[config.mk]
export PLATFORM = sky130hd
export DESIGN_NAME = rom_arb_ctrl
export DESIGN_NICKNAME = d
export VERILOG_FILES = /design/src/rtl/rom_arb_pkg.sv /design/src/rtl/rom_rr_arb.sv /design/src/rtl/rom_arb_ctrl.sv
export SDC_FILE = /design/constraint.sdc
export NUM_CORES = 1
export LEC_CHECK = 0
export BUFFER_PORTS_ARGS = -buffer_cell sky130_fd_sc_hd__clkbuf_2
export CAP_MARGIN = 5
export CORE_ASPECT_RATIO = 1.75
export CORE_UTILIZATION = 47
export DETAILED_ROUTE_END_ITERATION = 10
export HOLD_SLACK_MARGIN = 0.05
export PLACE_DENSITY = 0.9
export REMOVE_ABC_BUFFERS = 1
export SYNTH_ARGS = -nofsm -noshare
export SYNTH_HDL_FRONTEND = slang
export SYNTH_HIERARCHICAL = 1
export SYNTH_SLANG_ARGS = --single-unit
[constraint.sdc]
create_clock -name clk_i -period 1.8 [get_ports clk_i]
set_clock_uncertainty 0.05 [all_clocks]
set_input_delay 0 -clock clk_i [delete_from_list [all_inputs] [get_ports clk_i]]
set_output_delay 0 -clock clk_i [all_outputs]
set_load 0.005 [all_outputs]
[src/rtl/rom_arb_pkg.sv]
// Shared types and helpers for the boot-ROM scan/arbitration front end.
package rom_arb_pkg;

  localparam int MaxReq   = 8;
  localparam int MaxWidth = 64;

  typedef enum logic [1:0] {
    StScan  = 2'd0,
    StDrain = 2'd1,
    StServe = 2'd2
  } state_e;

  // Rotate the low w bits of v left by one; bits at and above w come back as zero.
  function automatic logic [MaxWidth-1:0] rotl1(input logic [MaxWidth-1:0] v,
                                                input int unsigned w);
    logic [MaxWidth-1:0] r;
    r = '0;
    for (int unsigned b = 0; b < MaxWidth; b++) begin
      if (b == 0) begin
        r[b] = v[w-1];
      end else if (b < w) begin
        r[b] = v[b-1];
      end else begin
        r[b] = 1'b0;
      end
    end
    return r;
  endfunction

endpackage

[src/rtl/rom_rr_arb.sv]
// Combinational round-robin picker: first asserted request at or after rr_ptr_i, wrapping.
module rom_rr_arb
  import rom_arb_pkg::*;
#(
  parameter int NumReq = 2,
  parameter int IdxW   = 1
) (
  input  logic [NumReq-1:0] req_i,
  input  logic [IdxW-1:0]   rr_ptr_i,
  output logic [NumReq-1:0] gnt_onehot_o,
  output logic [IdxW-1:0]   gnt_idx_o,
  output logic              valid_o
);

  int idx;

  // Walk the requesters starting at the pointer and latch the first hit.
  always_comb begin
    gnt_onehot_o = '0;
    gnt_idx_o    = '0;
    valid_o      = 1'b0;
    idx          = 0;
    for (int k = 0; k < NumReq; k++) begin
      idx = (int'(rr_ptr_i) + k >= NumReq) ? int'(rr_ptr_i) + k - NumReq
                                           : int'(rr_ptr_i) + k;
      if (!valid_o && req_i[idx]) begin
        valid_o           = 1'b1;
        gnt_idx_o         = IdxW'(idx);
        gnt_onehot_o[idx] = 1'b1;
      end else begin
        valid_o = valid_o;
      end
    end
  end

endmodule

[src/rtl/rom_arb_ctrl.sv]
// Boot ROM front end: post-reset scan with rotate-xor checksum, then round-robin
// single-cycle read arbitration between NumReq requesters.
module rom_arb_ctrl
  import rom_arb_pkg::*;
#(
  parameter int NumReq = 2,
  parameter int Width  = 32,
  parameter int Depth  = 2048,
  parameter int Aw     = $clog2(Depth),
  parameter int ScanEn = 1
) (
  input  logic                 clk_i,
  input  logic                 rst_ni,
  input  logic [NumReq-1:0]    req_i,
  input  logic [NumReq*Aw-1:0] addr_i,
  output logic [NumReq-1:0]    gnt_o,
  output logic [NumReq-1:0]    rvalid_o,
  output logic [Width-1:0]     rdata_o,
  output logic                 rom_cs_o,
  output logic [Aw-1:0]        rom_addr_o,
  input  logic [Width-1:0]     rom_rdata_i,
  input  logic                 rom_dvalid_i,
  output logic                 scan_done_o,
  output logic [Width-1:0]     checksum_o
);

  localparam int     IdxW    = (NumReq > 1) ? $clog2(NumReq) : 1;
  localparam state_e ResetSt = (ScanEn != 0) ? StScan : StServe;

  state_e            state_q, state_d;
  logic              live_q;
  logic [Aw-1:0]     cnt_q, cnt_d;
  logic [IdxW-1:0]   rr_q, rr_d;
  logic [IdxW-1:0]   id_q, id_d;
  logic [Aw-1:0]     addr_hold_q, addr_hold_d;
  logic [Width-1:0]  checksum_q, checksum_d;
  logic              scan_done_q, scan_done_d;
  logic              scan_pend_q, scan_pend_d;
  logic              gnt_pend_q, gnt_pend_d;

  logic [NumReq-1:0] arb_gnt_s;
  logic [IdxW-1:0]   arb_idx_s;
  logic              arb_valid_s;
  logic [Aw-1:0]     req_addr_s;
  logic              fold_s;
  logic [Width-1:0]  csum_next_s;
  logic              cs_s;
  logic [Aw-1:0]     addr_s;
  logic [NumReq-1:0] gnt_s;
  logic [NumReq-1:0] rvalid_s;

  rom_rr_arb #(
    .NumReq (NumReq),
    .IdxW   (IdxW)
  ) u_arb (
    .req_i        (req_i),
    .rr_ptr_i     (rr_q),
    .gnt_onehot_o (arb_gnt_s),
    .gnt_idx_o    (arb_idx_s),
    .valid_o      (arb_valid_s)
  );

  assign req_addr_s  = addr_i[int'(arb_idx_s)*Aw +: Aw];
  // Only a dvalid that answers a scan issue folds in; stray dvalids after reset are dropped.
  assign fold_s      = rom_dvalid_i & scan_pend_q;
  assign csum_next_s = Width'(rotl1(MaxWidth'(checksum_q), Width)) ^ rom_rdata_i;

  // Next-state, ROM command and grant decode.
  always_comb begin
    state_d     = state_q;
    cnt_d       = cnt_q;
    rr_d        = rr_q;
    id_d        = id_q;
    addr_hold_d = addr_hold_q;
    checksum_d  = checksum_q;
    scan_done_d = scan_done_q;
    scan_pend_d = 1'b0;
    gnt_pend_d  = 1'b0;
    cs_s        = 1'b0;
    addr_s      = addr_hold_q;
    gnt_s       = '0;
    case (state_q)
      StScan: begin
        if (live_q) begin
          cs_s        = 1'b1;
          addr_s      = cnt_q;
          addr_hold_d = cnt_q;
          scan_pend_d = 1'b1;
          if (cnt_q == Aw'(Depth - 1)) begin
            cnt_d   = '0;
            state_d = StDrain;
          end else begin
            cnt_d = cnt_q + Aw'(1);
          end
        end else begin
          cnt_d = '0;
        end
        if (fold_s) begin
          checksum_d = csum_next_s;
        end else begin
          checksum_d = checksum_q;
        end
      end
      StDrain: begin
        if (fold_s) begin
          checksum_d  = csum_next_s;
          scan_done_d = 1'b1;
          state_d     = StServe;
        end else begin
          state_d = StDrain;
        end
      end
      StServe: begin
        // With ScanEn=0 this raises scan_done on the first edge after reset.
        scan_done_d = 1'b1;
        if (scan_done_q && arb_valid_s) begin
          gnt_s       = arb_gnt_s;
          cs_s        = 1'b1;
          addr_s      = req_addr_s;
          addr_hold_d = req_addr_s;
          id_d        = arb_idx_s;
          gnt_pend_d  = 1'b1;
          rr_d        = (arb_idx_s == IdxW'(NumReq - 1)) ? '0 : arb_idx_s + IdxW'(1);
        end else begin
          gnt_s = '0;
        end
      end
      default: begin
        state_d = ResetSt;
      end
    endcase
  end

  // Response steering to the requester granted in the previous cycle.
  always_comb begin
    rvalid_s = '0;
    for (int i = 0; i < NumReq; i++) begin
      rvalid_s[i] = rom_dvalid_i & gnt_pend_q & (id_q == IdxW'(i));
    end
  end

  // State and bookkeeping registers.
  always_ff @(posedge clk_i or negedge rst_ni) begin
    if (!rst_ni) begin
      state_q     <= ResetSt;
      live_q      <= 1'b0;
      cnt_q       <= '0;
      rr_q        <= '0;
      id_q        <= '0;
      addr_hold_q <= '0;
      checksum_q  <= '0;
      scan_done_q <= 1'b0;
      scan_pend_q <= 1'b0;
      gnt_pend_q  <= 1'b0;
    end else begin
      state_q     <= state_d;
      live_q      <= 1'b1;
      cnt_q       <= cnt_d;
      rr_q        <= rr_d;
      id_q        <= id_d;
      addr_hold_q <= addr_hold_d;
      checksum_q  <= checksum_d;
      scan_done_q <= scan_done_d;
      scan_pend_q <= scan_pend_d;
      gnt_pend_q  <= gnt_pend_d;
    end
  end

  assign gnt_o       = gnt_s;
  assign rvalid_o    = rvalid_s;
  assign rdata_o     = live_q ? rom_rdata_i : '0;
  assign rom_cs_o    = cs_s;
  assign rom_addr_o  = addr_s;
  assign scan_done_o = scan_done_q;
  assign checksum_o  = checksum_q;

endmodule
**Word level (Yosys, flattened, before mapping)**

Cells that the tools add are included.

- Logic and storage cells: 87
- Output and inout port bits: 81
- Bits in registers: 62

- Equality and inequality tests: 6
- $mul: 1
- $lt $le $gt $ge: 6
- Reductions and logical operators: 12
- Shift-type cells: 1
- $add $sub $neg: 5
- Muxes and demuxes: 38
- Bitwise gates (word level): 8

Operators with widths:

| kind | count |
|---|---|
| $mux 32 | 3 |
| $ge 32x1->1 const B | 2 |
| $lt 32x3->1 const B | 2 |
| $mux 11 | 4 |
| $ge 32x3->1 const B | 1 |
| $sub 32x3->32 const B | 1 |
| $xor 32x32->32 | 1 |
| $pmux 11 s2 | 1 |
| $shiftx 22x6->11 | 1 |
| $mux 1 | 18 |
| $mux 2 | 7 |
| $add 11x1->11 const B | 1 |
| $eq 11x11->1 const B | 1 |
| $ne 2x2->1 const B | 3 |
| $pmux 2 s3 | 1 |
| $reduce_and 2->1 | 3 |
| $mul 1x4->5 const B | 1 |
| $and 1x1->1 | 4 |
| $logic_and 1x1->1 | 4 |
| $pmux 1 s2 | 2 |
| $reduce_and 3->1 | 1 |
| $sub 1x2->3 const B | 1 |
| $add 1x1->2 const B | 1 |
| $demux 1 s1 | 2 |
| other kinds (10) | 11 |

**Logic depth before layout (Yosys ltp)**

Gate-level depths: netlist of the first run.

- Word-level depth: 13
- Mapped depth: 7
- Mapped depth without buffers: 5

**Modules after synthesis**

The synthesis of the first run kept the hierarchy.

By module, submodules not included:

| module | cells an instance | instances | area each (um^2) |
|---|---|---|---|
| rom_arb_ctrl | 319 | 1 | 3,103.0 |
| rom_rr_arb | 5 | 1 | 32.5 |

**Worst setup path after synthesis of the first run**

Ideal clock, no wire load.

- Path type: register -> register
- Start: register rr_q
- End: register addr_hold_q[0]
- Library setup time: 138 ps
- Slack: 90 ps
- Arrival time: 1,522 ps
- Stages on the path, launching flop included: 8
- Clock period less this slack: 1,710 ps
- Required time: 1,612 ps
- Path through: dfrtp_1 > inv_1 > a21boi_0 > clkbuf_1 > buf_2 > mux2i_1 > nor2_1 > a221o_1

- Word-level cells in the longest chain between the ends: 13
- Elaborated cells between the ends (all ways): 24

Ends and longest elaborated chain:

| element | RTL line | RTL |
|---|---|---|
| from (decl) | rom_arb_ctrl.sv:33 | `logic [IdxW-1:0] rr_q, rr_d;` |
| from (signal assigned) | rom_arb_ctrl.sv:159 | `rr_q <= rr_d;` |
| parallel branches: the longest is 8 deep, another holds $sub 32x3->32 | - |  |
| $mux 1 (*) | rom_rr_arb.sv:26 | `if (!valid_o && req_i[idx]) begin` |
| via arb_idx_s | rom_arb_ctrl.sv:42 | `logic [IdxW-1:0] arb_idx_s;` |
| $mul 1x4->5 (*) | rom_arb_ctrl.sv:63 | `assign req_addr_s = addr_i[int'(arb_idx_s)*Aw +: Aw];` |
| $shiftx 22x6->11 (*) | rom_arb_ctrl.sv:63 |  |
| $mux 11 (*) | rom_arb_ctrl.sv:116 | `if (scan_done_q && arb_valid_s) begin` |
| $pmux 11 s2 (*) | - |  |
| via rom_addr_o[0] | rom_arb_ctrl.sv:20 | `output logic [Aw-1:0] rom_addr_o,` |
| to (signal assigned) | rom_arb_ctrl.sv:161 | `addr_hold_q <= addr_hold_d;` |
| to (decl) | rom_arb_ctrl.sv:35 | `logic [Aw-1:0] addr_hold_q, addr_hold_d;` |

Mark *: on every way through the listed nets, which the timed path passes. The select of a mux whose other input is x is not followed.
A chain may end at the register's enable or synchronous reset.

**Worst setup path after layout of the first run**

- Start: register rr_q
- End: output port rom_addr_o[5]

- Word-level cells in the longest chain between the ends: 13
- Elaborated cells between the ends (all ways): 24

Ends and longest elaborated chain:

| element | RTL line | RTL |
|---|---|---|
| parallel branches: the longest is 8 deep, another holds $sub 32x3->32 | - |  |
| $mux 1 (*) | rom_rr_arb.sv:26 |  |
| via arb_idx_s | rom_arb_ctrl.sv:42 |  |
| $mul 1x4->5 (*) | rom_arb_ctrl.sv:63 |  |
| $shiftx 22x6->11 (*) | rom_arb_ctrl.sv:63 |  |
| $mux 11 (*) | - |  |
| $pmux 11 s2 (*) | rom_arb_ctrl.sv:82 | `case (state_q)` |
| to (decl) | rom_arb_ctrl.sv:20 |  |

Marked as above.

==> results of run 1 <==
==> layout make-up <==
| cell class | count | area, sq um |
|---|---|---|
| multi-input cells | 238 | 1510 |
| flip-flops and latches | 62 | 1550 |
| clock buffers | 13 | 270 |
| inverters | 4 | 15.0 |
| well taps | 82 | 103 |
| clock inverters | 1 | 5.00 |
| repair buffers | 207 | 1370 |
| fillers | 412 | 1660 |
==> power breakdown <==
part / internal, W / leakage, nW / switching, W
clock: 0.00102 / 0.138 / 0.000543
combinational: 0.000534 / 1.50 / 0.000431
sequential: 0.00160 / 0.800 / 0.000202
==> layer usage <==
metal	up-vias	share of wire	track usage
met1	1545	0.33	0.264
met3	36	0.048	0.0648
met2	153	0.57	0.540
li1	1490	-	-
met5	-	0	0
met4	0	0.045	0.182
==> logic make-up after synthesis <==
| kind of cell | Yosys count | synth area share |
|---|---|---|
| simple gates | 128 | 0.206 |
| other cells | 1 | 0.00120 |
| mux | 15 | 0.0483 |
| fa+ha+maj | 1 | 0.00399 |
| flops | 62 | 0.495 |
| xor+xnor | 33 | 0.0922 |
| buf+inv | 24 | 0.0315 |
| compound gates | 60 | 0.122 |
==> critical path, stage by stage, from the launching register on <==
cell and delay [ns]:
dfrtp_1 0.36, inv_2 0.06, a21boi_4 0.20, buf_6 0.19, mux2i_1 0.23, nor2_1 0.06, a221o_1 0.29, clkbuf_2 0.13
==> worst paths after layout <==
check	from	to	slack, ns	depth (start not counted)
worst min register to register	state_q[1]	state_q[0]	0.45	1
worst min-delay path	addr_i[2]	addr_hold_q[2]	0.18	5
min in group asynchronous	rst_ni	checksum_o[19]	0.19	3
worst max-delay path	rr_q	rom_addr_o[5]	-0.1	7
max in group asynchronous	rst_ni	cnt_q[10]	1.25	3
worst max register to register	rr_q	addr_hold_q[9]	0.01	8
==> metrics by stage <==
| stage | power (W) | TNS, ns |
|---|---|---|
| after CTS | 0.00434 | -0.238 |
| after global routing | 0.00457 | -1.50 |
| after detailed placement | 0.00265 | -0.00197 |
| final | 0.00433 | -0.703 |
| after global placement | 0.00261 | 0 |
| after floorplan | 0.00219 | -14.04 |
==> cells in the final DEF (no fill, tap or decap), drive strengths merged, types with 2 or more instances in the layout <==
cell	count
mux2i	14
a221o	11
and2	36
nand2	49
or4b	2
clkbuf	150
nor2	17
a22o	3
and3	3
dlygate4sd3	48
a21oi	2
nand4	5
nand3	8
o21ai	38
xnor2	32
buf	22
a21boi	3
inv	4
dfrtp	62
or2	4
==> flip-flops by register name, summed over array words and instances, names as in the netlist <==
signal and flops:
checksum_o 32, rr_q 1, gnt_pend_q 1, live_q 1
scan_done_o 1, state_q 2, id_q 1, cnt_q 11
scan_pend_q 1, addr_hold_q 11
==> timing repair <==
| action | 4_1_cts | 5_1_grt |
|---|---|---|
| gates cloned | 1 | 0 |
| buffers inserted | 7 | 4 |
| endpoints found under the hold margin | 102 | 0 |
| hold buffers | 48 | 0 |
| pin swaps | 2 | 6 |
| resized for setup | 8 | 8 |
| endpoints found under the setup margin | 12 | 12 |
==> out/qor.txt, run 1 <==
Routed Antenna Nets -> 0
Final Cell Area -> 4830 sq um
CORE AREA -> 6490 sq um
Routability cong. -> 0.826
Initial core utilization -> 0.483
Port Buf Inserts -> 139
CP max FO -> 6
Cells after Synth -> 324
Global route overflow -> 0
Top cell type's share of synthesized area -> 0.495
Synth area leader -> dfrtp_1
First-pass GRT wire length -> 14800 um
Largest net degree at the start of global routing -> 66
Outcome -> finished, violations left
Layout cells sized above 1 -> 0.347
Total global-route track usage -> 0.283
Power Density -> 898 nW/um^2
Pre-antenna DRT Iters -> 5
Vias post-DR -> 3224
Mapped Area -> 3140 sq um
Post-synthesis sequential area ratio -> 0.495
Clock transition at the registers of the reported paths -> 0.05 ns
Die height -> 110 um
Tcrit/Tclk final -> 1.05
Crit path time final -> 1.90 ns
Final #Nets -> 582
Vias/cell -> 5.31
Peak Freq -> 0.527 GHz
Worst EP required -> 1.75 ns
Io pins -> 140
Fin util -> 0.744
Hold violation total from the final report -> 0
DP HPWL -> 5620 um
Synthesis Warnings -> 6
Final hold slack -> 0.180 ns
Largest vdd supply drop -> 0.783 mV
Final Slew Violations -> 0
Violated checks -> negative setup slack
Startpoint type of the worst setup path -> flip-flop
Avg Cell Area, Syn -> 9.68 sq um
H-Tree Depth -> 3
Clk_lat worst skew -> 0.32 ns
Synth top cells by count -> 62 x dfrtp_1, 49 x nand2_1, 38 x o21ai_0
Final setup margin -> -0.0972 ns
Num CTS Buffers -> 9
Most common cell in the synthesized netlist -> dfrtp_1
Initial antenna violation count -> 0
Post-route DRC -> 0
Setup CP Type -> reg -> out
Most common flop cell mapped by yosys -> dfrtp_1
Post-synth EDFFs -> 0
Clock Sinks -> 62
Max_cap viols -> 0
Yosys cell types -> 34
Final setup vio count -> 11
Largest cells by area after synthesis -> dfrtp_1 49%, xnor2_1 8.9%, and2_1 7.2%
Clk buf depth -> 2
Clock Tree Root -> clkbuf_16
Die ar. -> 7010 sq um
Vias in the first global route -> 3230
Ant. Diodes -> 0
Leakage -> 2.44 nW
Row cnt -> 39
Asr flop ratio synth -> 1.00
Synth-to-layout area growth -> 53.9%
Worst min path class -> in -> reg
Horiz. Die Dim -> 63.7 um
Initial drt markers -> 232
Routed len/inst -> 15.9 um
#FFs+latches synth -> 62
CTS tree -> built
Dpl ws -> -0.00197 ns
Placed Cells incl. Taps -> 533
Crit end category -> output port
Dpl cell area -> 3940 sq um
CP arrival -> 1.85 ns
Total wire length -> 9680 um
RSZ-0062 raised after global routing -> true
Finished Layout Cells -> 607
(Power assumes the default switching activity.)
==> run 2: changes to the inputs <==
- CORE_UTILIZATION: 47 -> 51
- PLACE_DENSITY: 0.9 -> 0.95
- clock period: 1.8 -> 2.36 ns (I/O delays scaled with it)
==> run 2 against run 1 <==
Against the previous run: the run now ends clean; first-iteration DRC count fell by 3.4%; sequential share of layout area rose by 1.2 points; die area fell by 7.7%; sequential cell count did not move; total power fell by 31%; worst setup slack improved by 0.27 ns; largest power group unchanged; highest routed layer unchanged.
==> out/qor.txt, run 2 (synthesis gave the netlist of run 1 again) <==
Outcome -> completed
Io pins -> 140
Measured slew at the worst slew-check pin -> 0.728 ns
Leakage -> 2.37 nW
Crit-path cells -> nor2_1 > and2_1 > nor2_2 > a221o_1 > dlygate4sd3_1
Horiz. Die Dim -> 61.3 um
DP HPWL -> 5510 um
Delay-heaviest family, CP -> simple AND/OR/NAND/NOR gates
Die height -> 106 um
Total wire length -> 9400 um
Post-route DRC -> 0
Setup TNS -> 0 ns
Initial antenna violation count -> 1
Global route overflow -> 0
Worst min path class -> in -> reg
Final #Nets -> 576
Filler cells -> 391
Clock Tree Root -> clkbuf_8
Critical path depth -> 5
H-Tree Depth -> 3
CTS tree -> built
Most frequent cells in the layout -> 139 x clkbuf_2, 62 x dfrtp_1, 56 x dlygate4sd3_1, 49 x nand2_1, 38 x o21ai_0
Most common cell after layout, fill and taps aside -> clkbuf_2
CP arrival -> 2.40 ns
Routed len/inst -> 15.7 um
Largest vdd supply drop -> 0.479 mV
Row cnt -> 37
Setup CP Type -> reg -> reg
CP max FO -> 12
Peak Freq -> 0.458 GHz
Die ar. -> 6480 sq um
Max_cap viols -> 0
Total global-route track usage -> 0.296
Post-CTS Setup Inserts -> 0
Final setup vio count -> 0
Vias/cell -> 5.25
Worst EP required -> 2.57 ns
Multi-input gate area -> 1490 sq um
Max FFs per register -> 32
Initial core utilization -> 0.529
CP Buf/Inv Count -> 1
CP peak stage delay -> 0.58 ns
Largest net degree at the start of global routing -> 43
Pre-antenna DRT Iters -> 4
Rel. slew slack -> 0.514
Initial drt markers -> 224
CORE AREA -> 5930 sq um
Final setup margin -> 0.174 ns
Top Layer Used -> met4
Routed Antenna Nets -> 0
First-pass GRT wire length -> 13900 um
Clock Sinks -> 62
RSZ-0062 raised after global routing -> false
Overall Power -> 0.00299 W
Crit path time final -> 2.19 ns
Hold violation total from the final report -> 0
Power Density -> 641 nW/um^2
Finished Layout Cells -> 599
Synth-to-layout area growth -> 48.5%
Slowest-stage cell, CP -> dlygate4sd3_1
Routability cong. -> 0.850
Layout cells sized above 1 -> 0.317
Clk_lat worst skew -> 0.34 ns
Hold depth -> 5
Clk buf depth -> 2
Placed Cells incl. Taps -> 527
Dpl ws -> 0.562 ns
DRT met1 WL -> 3150 um
Startpoint type of the worst setup path -> flip-flop
Vias post-DR -> 3143
FF/Latch Area -> 1550 sq um
Clock transition at the registers of the reported paths -> 0.06 ns
R2R cell count -> 5
DR WL met3 -> 487 um
Tcrit/Tclk final -> 0.926
Port Buf Inserts -> 139
Met2 WL -> 5370 um
Final Slew Violations -> 0
Vias in the first global route -> 3069
Crit end category -> flip-flop
Num CTS Buffers -> 9
## run 2: changes by cell type in the layout (fill, tap and decap cells not counted), sizes merged
cell / delta
dlygate4sd3: +8
bufinv: +1
clkbuf: -1
buf: -16
clkinv: +3
diode: +1
## run 2: through the flow
stage	hold slack, ns	instance area [sq um]	util
finish	0.139	4660	0.786
global route	0.187	4660	0.786
CTS	0.131	4650	0.785
detailed placement	0.0394	3900	0.659
global placement	0.0404	3900	0.659
floorplan	-0.346	3050	-
## run 2: area by class of cell
class | instances | area share
multi-input cells | 238 | 0.320
clock inverters | 5 | 0.0107
clock buffers | 10 | 0.0296
flip-flops and latches | 62 | 0.333
repair buffers | 201 | 0.282
inverters | 4 | 0.00322
well taps | 78 | 0.0210
diodes | 1 | 0.000537
## run 2: power by group
group	internal (W)	total, W	switching [W]
clock	0.000503	0.000889	0.000386
sequential	0.00122	0.00138	0.000160
combinational	0.000392	0.000721	0.000328
total	0.00211	0.00299	0.000874
## run 2: worst paths after layout
path | startpoint | end | slack, ns
setup / recovery | state_q[0] | addr_hold_q[4] | 0.17
max in group asynchronous | rst_ni | checksum_o[23] | 1.42
min in group asynchronous | rst_ni | rr_q | 0.21
hold / removal | req_i[0] | id_q | 0.14
setup reg to reg | state_q[0] | addr_hold_q[4] | 0.17
hold reg to reg | id_q | id_q | 0.45
## run 2: what timing repair did
action                                 4_1_cts  5_1_grt
gates resized for setup                      0        1
setup endpoints to repair                    0       11
endpoints found under the hold margin       72        0
hold buffers                                56        0
## run 2: worst min-delay path, stage by stage
cell and delay (ns):
clkbuf_2 0.10, a21boi_1 0.06, buf_4 0.20, nand2_1 0.08, nand2_1 0.04
## run 2: routing by layer
metal | up-vias | track usage
li1 | 1479 | -
met1 | 1489 | 0.284
met2 | 141 | 0.534
met3 | 34 | 0.0699
met4 | 0 | 0.170
met5 | - | 0
==> run 3: changes to the inputs <==
- PLACE_DENSITY: 0.95 -> 0.86
- SKIP_LAST_GASP: unset -> 1
==> run 3 against run 2 <==
Against the previous run: wire length rose by 0.28%; hold slack worse by 0.016 ns; die area is the same; register-to-register slack is essentially flat; largest power group unchanged; sequential power barely moved; largest cell class unchanged; first-iteration DRC count fell by 23%; clock power rose by 21%; via count grew 0.38%; sequential share of layout area fell by 0.28 points.
==> out/qor.txt, run 3 (synthesis gave the netlist of run 1 again) <==
Outcome -> completed
CP max FO -> 13
Vias in the first global route -> 3188
Vias post-DR -> 3155
Max FFs per register -> 32
Final #Nets -> 577
Dpl ws -> 0.571 ns
Worst EP required -> 2.52 ns
Post-CTS Setup Inserts -> 0
Clock Sinks -> 62
Initial drt markers -> 173
CP peak stage delay -> 0.57 ns
Crit-path cells -> inv_1 > a21boi_1 > buf_4 > mux2i_1 > nor2_1 > a221o_1 > dlygate4sd3_1
Most frequent cells in the layout -> 139 x clkbuf_2, 62 x dfrtp_1, 56 x dlygate4sd3_1, 49 x nand2_1, 38 x o21ai_0
Setup TNS -> 0 ns
H-Tree Depth -> 3
Row cnt -> 37
Peak Freq -> 0.460 GHz
Crit end category -> flip-flop
Ant. Diodes -> 0
Total wire length -> 9430 um
Total global-route track usage -> 0.310
Measured slew at the worst slew-check pin -> 0.585 ns
Routability cong. -> 0.856
Rel. slew slack -> 0.609
Clock transition at the registers of the reported paths -> 0.07 ns
CP Buf/Inv Count -> 3
Port Buf Inserts -> 139
RSZ-0062 raised after global routing -> false
Routed Antenna Nets -> 0
Final setup margin -> 0.187 ns
Vias/cell -> 5.26
Initial antenna violation count -> 0
Delay-heaviest family, CP -> buffers and inverters
DP HPWL -> 5650 um
Hold violation total from the final report -> 0
Overall Power -> 0.00317 W
CTS tree -> built
Met3 Use GR -> 0.0577
Power Density -> 676 nW/um^2
M1 GR Usage -> 0.309
Die ar. -> 6480 sq um
Horiz. Die Dim -> 61.3 um
Worst min path class -> in -> async
Clk buf depth -> 2
GR met2 Demand/Resource -> 0.563
Post-route DRC -> 0
Leakage -> 2.39 nW
CP arrival -> 2.33 ns
Die height -> 106 um
Startpoint type of the worst setup path -> flip-flop
Final Slew Violations -> 0
Clk_lat worst skew -> 0.33 ns
Num CTS Buffers -> 9
Layout cells sized above 1 -> 0.318
Slowest-stage cell, CP -> dlygate4sd3_1
Most common cell after layout, fill and taps aside -> clkbuf_2
First-pass GRT wire length -> 14800 um
Max_cap viols -> 0
Global route overflow -> 0
Final setup vio count -> 0
Largest net degree at the start of global routing -> 43
Routed len/inst -> 15.7 um
CORE AREA -> 5930 sq um
Crit path time final -> 2.17 ns
Tcrit/Tclk final -> 0.921
Synth-to-layout area growth -> 49.7%
Setup CP Type -> reg -> reg
Initial core utilization -> 0.529
Largest vdd supply drop -> 0.468 mV
Io pins -> 140
Busiest grt layer -> met2
Clock Tree Root -> clkbuf_8
Pre-antenna DRT Iters -> 4
[run 3: changes by cell type in the layout (fill, tap and decap cells not counted), sizes merged]
cell | before | now
buf | 6 | 7
clkinv | 4 | 1
clkbuf | 149 | 152
diode | 1 | 0
bufinv | 1 | 2
[run 3: final timing paths]
| path | to | start | slack, ns | cells after the start |
|---|---|---|---|---|
| max in group asynchronous | checksum_o[11] | rst_ni | 1.39 | 3 |
| min in group clk_i | gnt_pend_q | req_i[1] | 0.14 | 4 |
| hold reg to reg | id_q | id_q | 0.46 | 2 |
| setup reg to reg | addr_hold_q[0] | rr_q | 0.19 | 7 |
| hold / removal | addr_hold_q[3] | rst_ni | 0.12 | 2 |
| setup / recovery | addr_hold_q[0] | rr_q | 0.19 | 7 |
[run 3: per-layer routing]
metal,part of all wire,vias to the layer above
met5,0,-
met4,0.031,0
met3,0.049,28
met2,0.57,141
met1,0.35,1505
li1,-,1481
[run 3: cell type report]
type	count	area, sq um
Sequential cell	62	1550
Multi-Input combinational cell	238	1490
Timing Repair Buffer	202	1310
Fill cell	375	1230
Clock buffer	13	169
Tap cell	78	97.6
Clock inverter	3	65.1
Inverter	4	15.0
[run 3: power breakdown]
part | switching, W | leakage [nW] | internal, W | total [W]
Clock | 0.000397 | 0.120 | 0.000681 | 0.00108
Combinational | 0.000329 | 1.47 | 0.000391 | 0.000720
Sequential | 0.000160 | 0.800 | 0.00122 | 0.00138
[run 3: worst register-to-register path, cell delays in order (launching register included)]
cell,delay (ns)
dfrtp_1,0.36
inv_1,0.07
a21boi_1,0.12
buf_4,0.26
mux2i_1,0.24
nor2_1,0.08
a221o_1,0.31
dlygate4sd3_1,0.57
[run 3: stage by stage]
stage	hold slack (ns)	instances	area, sq um	utilization
floorplan	-0.346	304	3050	-
global placement	-0.0717	528	3900	0.658
detailed placement	-0.0628	528	3900	0.658
CTS	0.118	600	4690	0.792
global route	0.164	600	4690	0.792
finish	0.124	600	4690	0.792
[run 3: timing repair]
action,in CTS,in global routing
setup endpoints to repair,0,11
hold buffers,56,0
gates resized for setup,0,1
hold endpoints to repair,79,0
